[config.mk]
export PLATFORM = sky130hd
export DESIGN_NAME = fetch_decode_bundle_reg
export DESIGN_NICKNAME = d
export VERILOG_FILES = /design/src/rtl/fd_pkg.sv /design/src/rtl/fd_bundle_slot.sv /design/src/rtl/fetch_decode_bundle_reg.sv
export SDC_FILE = /design/constraint.sdc
export NUM_CORES = 1
export LEC_CHECK = 0
export BUFFER_PORTS_ARGS = -buffer_cell sky130_fd_sc_hd__buf_2
export CORE_MARGIN = 4
export CORE_UTILIZATION = 51
export CTS_CLUSTER_DIAMETER = 60
export DETAILED_ROUTE_END_ITERATION = 6
export MAX_ROUTING_LAYER = met4
export PLACE_DENSITY = 0.85
export SLEW_MARGIN = 20
export SYNTH_ARGS = -nofsm -noshare
export SYNTH_HDL_FRONTEND = slang
export SYNTH_HIERARCHICAL = 1
export SYNTH_SLANG_ARGS = --single-unit
[constraint.sdc]
create_clock -name clk -period 1.7 [get_ports clk]
set_clock_uncertainty 0.1 [all_clocks]
set_input_delay 0.17 -clock clk [delete_from_list [all_inputs] [get_ports clk]]
set_output_delay 0.17 -clock clk [all_outputs]
set_load 0.05 [all_outputs]
[src/rtl/fd_pkg.sv]
// Shared definitions for the fetch->decode bundle register.
//   NOP_INST  : instruction word written into killed lanes
//   MAX_LANES : widest bundle the helper functions support
//   kill_prop : prefix-OR of a kill mask, evaluated for one lane
package fd_pkg;

    localparam int          MAX_LANES = 16;
    localparam logic [31:0] NOP_INST  = 32'h0;

    // A lane is squashed when any lane at or below it (older or equal) is
    // squashed in the mask.
    function automatic logic kill_prop(input logic [MAX_LANES-1:0] mask,
                                       input int                   lane);
        logic r;
        r = 1'b0;
        for (int j = 0; j < MAX_LANES; j++) begin
            if (j <= lane) begin
                r = r | mask[j];
            end
        end
        return r;
    endfunction

endpackage

[src/rtl/fd_bundle_slot.sv]
// One storage entry of the fetch->decode register: full flag, per-lane valid
// and the bundle fields.
//   clk, reset       : clock, asynchronous active-low reset
//   clear            : empty the entry and zero every field (wins over load)
//   load             : capture d_* and mark the entry full
//   d_* / q outputs  : bundle fields in, held bundle out (zero while empty)
module fd_bundle_slot
    import fd_pkg::*;
#(
    parameter int LANES = 2,
    parameter int XLEN  = 32,
    parameter int PC_W  = 8
) (
    input  logic                  clk,
    input  logic                  reset,
    input  logic                  clear,
    input  logic                  load,
    input  logic [LANES-1:0]      d_lane_valid,
    input  logic [LANES*XLEN-1:0] d_inst,
    input  logic [LANES*PC_W-1:0] d_pc,
    input  logic [LANES*PC_W-1:0] d_target,
    input  logic [LANES-1:0]      d_pred,
    input  logic [PC_W-1:0]       d_pc_next,
    output logic                  full,
    output logic [LANES-1:0]      lane_valid,
    output logic [LANES*XLEN-1:0] inst,
    output logic [LANES*PC_W-1:0] pc,
    output logic [LANES*PC_W-1:0] target,
    output logic [LANES-1:0]      pred,
    output logic [PC_W-1:0]       pc_next
);

    always_ff @(posedge clk or negedge reset) begin
        if (!reset) begin
            full       <= 1'b0;
            lane_valid <= '0;
            inst       <= '0;
            pc         <= '0;
            target     <= '0;
            pred       <= '0;
            pc_next    <= '0;
        end else if (clear) begin
            full       <= 1'b0;
            lane_valid <= '0;
            for (int i = 0; i < LANES; i++) begin
                inst[i*XLEN +: XLEN] <= XLEN'(NOP_INST);
            end
            pc         <= '0;
            target     <= '0;
            pred       <= '0;
            pc_next    <= '0;
        end else if (load) begin
            full       <= 1'b1;
            lane_valid <= d_lane_valid;
            inst       <= d_inst;
            pc         <= d_pc;
            target     <= d_target;
            pred       <= d_pred;
            pc_next    <= d_pc_next;
        end
    end

endmodule

[src/rtl/fetch_decode_bundle_reg.sv]
// N-lane fetch->decode pipeline register with valid/ready handshake, a
// two-entry (main + skid) buffer, whole-bundle flush and per-lane kill.
//   clk, reset      : clock, asynchronous active-low reset
//   in_valid/ready  : fetch-side handshake (in_ready is registered)
//   in_*            : incoming bundle, lane i at [i*W +: W]
//   kill_mask       : per-lane squash of the incoming bundle
//   flush           : drop everything held plus the incoming bundle
//   out_valid/ready : decode-side handshake
//   out_*           : presented bundle (all zero while out_valid=0)
module fetch_decode_bundle_reg
    import fd_pkg::*;
#(
    parameter int LANES        = 2,
    parameter int XLEN         = 32,
    parameter int PC_W         = 8,
    parameter bit KILL_YOUNGER = 1'b1
) (
    input  logic                  clk,
    input  logic                  reset,
    input  logic                  in_valid,
    output logic                  in_ready,
    input  logic [LANES*XLEN-1:0] in_inst,
    input  logic [LANES*PC_W-1:0] in_pc,
    input  logic [LANES*PC_W-1:0] in_target,
    input  logic [LANES-1:0]      in_pred,
    input  logic [PC_W-1:0]       in_pc_next,
    input  logic [LANES-1:0]      kill_mask,
    input  logic                  flush,
    output logic                  out_valid,
    input  logic                  out_ready,
    output logic [LANES-1:0]      out_lane_valid,
    output logic [LANES*XLEN-1:0] out_inst,
    output logic [LANES*PC_W-1:0] out_pc,
    output logic [LANES*PC_W-1:0] out_target,
    output logic [LANES-1:0]      out_pred,
    output logic [PC_W-1:0]       out_pc_next
);

    logic [MAX_LANES-1:0]  mask_ext;
    logic [LANES-1:0]      kill_eff;
    logic [LANES-1:0]      nb_lane_valid;
    logic [LANES*XLEN-1:0] nb_inst;
    logic [LANES*PC_W-1:0] nb_pc;
    logic [LANES*PC_W-1:0] nb_target;
    logic [LANES-1:0]      nb_pred;

    logic                  m_full, s_full;
    logic                  m_load, m_clear, s_load, s_clear;
    logic                  accept, acc_store, deq;
    logic                  in_ready_q;

    logic [LANES-1:0]      s_lane_valid;
    logic [LANES*XLEN-1:0] s_inst;
    logic [LANES*PC_W-1:0] s_pc;
    logic [LANES*PC_W-1:0] s_target;
    logic [LANES-1:0]      s_pred;
    logic [PC_W-1:0]       s_pc_next;

    // Kill resolution and zeroing of squashed lanes.
    always_comb begin
        mask_ext              = '0;
        mask_ext[LANES-1:0]   = kill_mask;
        kill_eff              = '0;
        nb_inst               = '0;
        nb_pc                 = '0;
        nb_target             = '0;
        nb_pred               = '0;
        for (int i = 0; i < LANES; i++) begin
            kill_eff[i] = KILL_YOUNGER ? kill_prop(mask_ext, i) : kill_mask[i];
            if (kill_eff[i]) begin
                nb_inst[i*XLEN +: XLEN] = XLEN'(NOP_INST);
            end else begin
                nb_inst[i*XLEN +: XLEN]   = in_inst[i*XLEN +: XLEN];
                nb_pc[i*PC_W +: PC_W]     = in_pc[i*PC_W +: PC_W];
                nb_target[i*PC_W +: PC_W] = in_target[i*PC_W +: PC_W];
                nb_pred[i]                = in_pred[i];
            end
        end
        nb_lane_valid = ~kill_eff;
    end

    // A fully killed bundle is accepted (handshake completes) but never stored.
    always_comb begin
        accept    = in_valid & in_ready_q & ~flush;
        acc_store = accept & (|nb_lane_valid);
        deq       = m_full & out_ready;
        m_load    = ~flush & ((deq & (s_full | acc_store)) | (~m_full & acc_store));
        m_clear   = flush | (deq & ~s_full & ~acc_store);
        s_load    = ~flush & ~deq & m_full & ~s_full & acc_store;
        s_clear   = flush | (deq & s_full);
    end

    always_ff @(posedge clk or negedge reset) begin
        if (!reset) begin
            in_ready_q <= 1'b0;
        end else begin
            in_ready_q <= ~(s_load | (s_full & ~s_clear));
        end
    end

    assign in_ready  = in_ready_q;
    assign out_valid = m_full;

    // M reloads from S whenever S is occupied; otherwise from the new bundle.
    fd_bundle_slot #(.LANES(LANES), .XLEN(XLEN), .PC_W(PC_W)) u_slot_m (
        .clk          (clk),
        .reset        (reset),
        .clear        (m_clear),
        .load         (m_load),
        .d_lane_valid (s_full ? s_lane_valid : nb_lane_valid),
        .d_inst       (s_full ? s_inst       : nb_inst),
        .d_pc         (s_full ? s_pc         : nb_pc),
        .d_target     (s_full ? s_target     : nb_target),
        .d_pred       (s_full ? s_pred       : nb_pred),
        .d_pc_next    (s_full ? s_pc_next    : in_pc_next),
        .full         (m_full),
        .lane_valid   (out_lane_valid),
        .inst         (out_inst),
        .pc           (out_pc),
        .target       (out_target),
        .pred         (out_pred),
        .pc_next      (out_pc_next)
    );

    fd_bundle_slot #(.LANES(LANES), .XLEN(XLEN), .PC_W(PC_W)) u_slot_s (
        .clk          (clk),
        .reset        (reset),
        .clear        (s_clear),
        .load         (s_load),
        .d_lane_valid (nb_lane_valid),
        .d_inst       (nb_inst),
        .d_pc         (nb_pc),
        .d_target     (nb_target),
        .d_pred       (nb_pred),
        .d_pc_next    (in_pc_next),
        .full         (s_full),
        .lane_valid   (s_lane_valid),
        .inst         (s_inst),
        .pc           (s_pc),
        .target       (s_target),
        .pred         (s_pred),
        .pc_next      (s_pc_next)
    );

endmodule

==> metrics.md <==
| Metric | Value |
|---|---|
| Crit path max fanout | 8 |
| First-pass GRT wire length | between 50 and 60 mm |
| WP data arrival | 2.29 ns |
| R2r setup slk | -0.28 ns |
| Worst r2r path cells | 8 |
| Net Sw Frac | 24.9% |
| Initial antenna violation count | 2 |
| WL/cell | 19.7 um |
| FP Rows | 54 |
| Comb power frac | 11.9% |
| Worst reg2reg path endpoint | u_slot_m/pc_next[5] |
| Placed cells | 1554 |
| Detail Placement HPWL | 19.8 mm |
| Most frequent cells in the layout | nor2_1, buf_2, dfrtp_1 |
| Yosys top cell by area | dfrtp_1 |
| CTS H-tree depth | 1 |
| GP Congestion | 0.806 |
| Final WS setup | -0.281 ns |
| CP endpoint kind | flop |
| Mapped Cells | 1056 |
| CTS Sinks | 219 |
| Final Non-Filler Cells | approximately 1700 |
| Warnings from Yosys | 6 |
| Die width | 158 um |
| Sw power | approximately 3.0 mW |
| Sequential Power Share | approximately 44% |
| Failing checks | setup timing |
| Number of buffers created by CTS | 25 |
| Via count | 9227 |
| Fin crit share | 117% |
| Main area contributors after synthesis | dfrtp_1, mux2i_1, nor2_1 |
| Leakage | 7.30 nW |
| Total of max-cap violations | 0 |
| Hold EP | u_slot_s/inst[53] |
| Hold slack | 0.00304 ns |
| Reg clk slew, reported paths | 0.06 ns |
| Vias in the first global route | 9801 |
| Worst skew pair latency | 0.52 ns |
| RSZ-0062 raised after global routing | yes |
| Buf/Inv on CP | 5 |
| Detail Route Antenna Nets | 0 |
| VDD IR-drop max | about 0.0007 V |
| DRC | 0 |
| Mean Syn Cell Area | 10.9 um2 |
| Final setup vio count | 217 |
| CTS root buf | clkbuf_16 |
| Post-layout nets | 1500 |
| Netlist Area Pre-Place | 0.0115 mm2 |
| Grt total ovfl | 0 |
| Largest net degree at the start of global routing | 58 |
| Share of cells above drive strength 1 | 35.8% |
| Min Tclk post-route | 1.98 ns |
| Slowest CP cell | dfrtp_2 |
| Final hold vios | 0 |
| Slew headroom | between 60% and 70% |
| Commonest non-fill, non-tap cell in the layout | nor2_1 |
| Hold crit path type | input port to flop |
| Routed wire length | 33.3 mm |
| Peak Freq | a little over 500 MHz |
| Die Height | 158 um |
| Clock Path Buffers | 3 |
| Worst slew pin tran | 0.532 ns |
| Core box area | 0.0220 mm2 |
| Most used cell, CP | buf_12 |
| Starting Density | 52.4% |
| Worst setup SP type | flop |
| # IOs | 223 |
| Critical hold path startpoint | in_inst[53] |
| Pre-antenna DRT Iters | 7 |
| Min-Delay Path Depth | 5 |
| Reg-to-reg startpoint | u_slot_m/full |
| PwrDens | 759 mW/mm2 |
| Synth Register Bits | 219 |
| Syn Nets | 1169 |
| Setup CP Type | flop to flop |
| Crit path max-delay family | buffers and inverters |
| Area Growth Syn to Fin | 35.6% |
| Gr usage total | between 20% and 30% |
| Cell Int Power | 8.92 mW |
| Fillcell total | 1424 |
| CP peak stage delay | 0.46 ns |
| Synth cell types | 27 |
| Via density | 5.47 |
| Status | finished with violations |
| Port Buffers | 222 |
| Initial DRC Count | between 700 and 800 |
| Clock power frac | 43.8% |
| Seq/Total Area, Yosys | 47.5% |
| Crit-path cells | buf_12 > a221oi_4 > buf_4 > buf_12 > buf_12 > buf_16 > mux2i_1 > nor2_1 |
| Slew Viols, Final | 0 |
| CTS tree | done |
| CP required | 2.00 ns |
| Synth top area share | 47.5% |
| DIE AREA | 0.0251 mm2 |
| Total chip power | 11.9 mW |
[synthesized netlist by cell type (all sizes together)]
master   number
nor2b        49
a41o          1
or2           1
o21ai         2
clkbuf       21
nand4bb       1
o21bai        1
or3b          1
o32a          1
o31ai        49
dfrtp       219
mux2i       216
mux2         57
inv          53
buf          60
a221oi        1
nand2        52
nor2        270
and2          1
[how the worst max path moves through the flow]
stage                        startpoint                  end  slack, ns  depth (start not counted)
after CTS                 u_slot_s/full    u_slot_s/inst[21]      -0.21                          6
after floorplan           u_slot_m/full    u_slot_s/inst[47]      -0.23                          7
after global routing      u_slot_m/full   u_slot_m/target[2]      -0.32                          8
after detailed placement  u_slot_s/full    u_slot_s/inst[21]      -0.20                          6
final                     u_slot_m/full  u_slot_m/pc_next[5]      -0.28                          8
after global placement    u_slot_s/full    u_slot_s/inst[43]      -0.15                          6
[state kept, by name (all words and copies together), names as in the netlist, 8 cells and up]
name and cells:
u_slot_m/inst 64, u_slot_s/inst 64, u_slot_m/pc 16, u_slot_m/target 16, u_slot_s/pc 16, u_slot_s/target 16, u_slot_m/pc_next 8, u_slot_s/pc_next 8
[power by group through the flow]
stage                     Sequential (mW)  Clock, mW  Combinational (mW)
final                                5.27       5.20                1.42
after global routing                 5.26       5.52                1.51
after CTS                            5.26       5.28                1.38
after detailed placement             5.36          0                1.17
after global placement               5.36          0                1.15
after floorplan                      5.45          0               0.555
[layout make-up]
| type | count | area [um2] | share of cell area (%) |
|---|---|---|---|
| Timing Repair Buffer | 385 | 3260 | 20.8 |
| Sequential cell | 219 | 5490 | 35.0 |
| Inverter | 53 | 206 | 1.32 |
| Antenna cell | 2 | 5.00 | 0.0320 |
| Tap cell | 280 | 350 | 2.24 |
| Multi-Input combinational cell | 703 | 5560 | 35.5 |
| Clock inverter | 9 | 78.8 | 0.503 |
| Clock buffer | 37 | 711 | 4.54 |
[worst register-to-register path, delay by kind of cell (launching register included)]
| family | cells | cell delay, ns |
|---|---|---|
| AO/OA/AOI/OAI | 1 | 0.30 |
| buffers and inverters | 5 | 0.72 |
| flip-flops | 1 | 0.46 |
| multiplexers | 1 | 0.23 |
| AND/OR/NAND/NOR | 1 | 0.07 |
[per-layer routing]
metal | part of all wire, % | vias up | GRT usage [%]
li1 | - | 4166 | -
met1 | 40 | 4602 | 33.2
met2 | 51 | 390 | 44.9
met3 | 6.5 | 69 | 3.40
met4 | 2.5 | 0 | 7.51
met5 | 0 | - | -
[stage by stage]
step                      utilization [%]  setup TNS, ns  setup slack [ns]  cell area, um2
final                                71.1         -32.91            -0.281           15700
after global routing                 71.1         -43.75            -0.324           15700
after CTS                            70.2         -30.58            -0.207           15500
after detailed placement             61.4         -24.72            -0.200           13500
after global placement               61.4         -20.61            -0.153           13500
after floorplan                         -         -32.10            -0.229           11600
[cells by family (layout without fill, tap and decap cells)]
| family | after synthesis | count (layout) | synth area share, % |
|---|---|---|---|
| simple gates | 375 | 375 | 13.4 |
| mux | 273 | 273 | 24.3 |
| flops | 219 | 219 | 47.5 |
| buf+inv | 134 | 484 | 6.09 |
| compound gates | 55 | 55 | 8.75 |
| other cells | 0 | 2 | 0 |
[what timing repair did]
item / CTS / global route
gates resized for setup: 33 / 53
hold endpoints to repair: 283 / 0
buffers inserted: 13 / 9
setup endpoints to repair: 217 / 217
gates cloned: 11 / 3
pin swaps: 1 / 13
hold buffers: 58 / 0
Power figures use the tool's default switching activity.
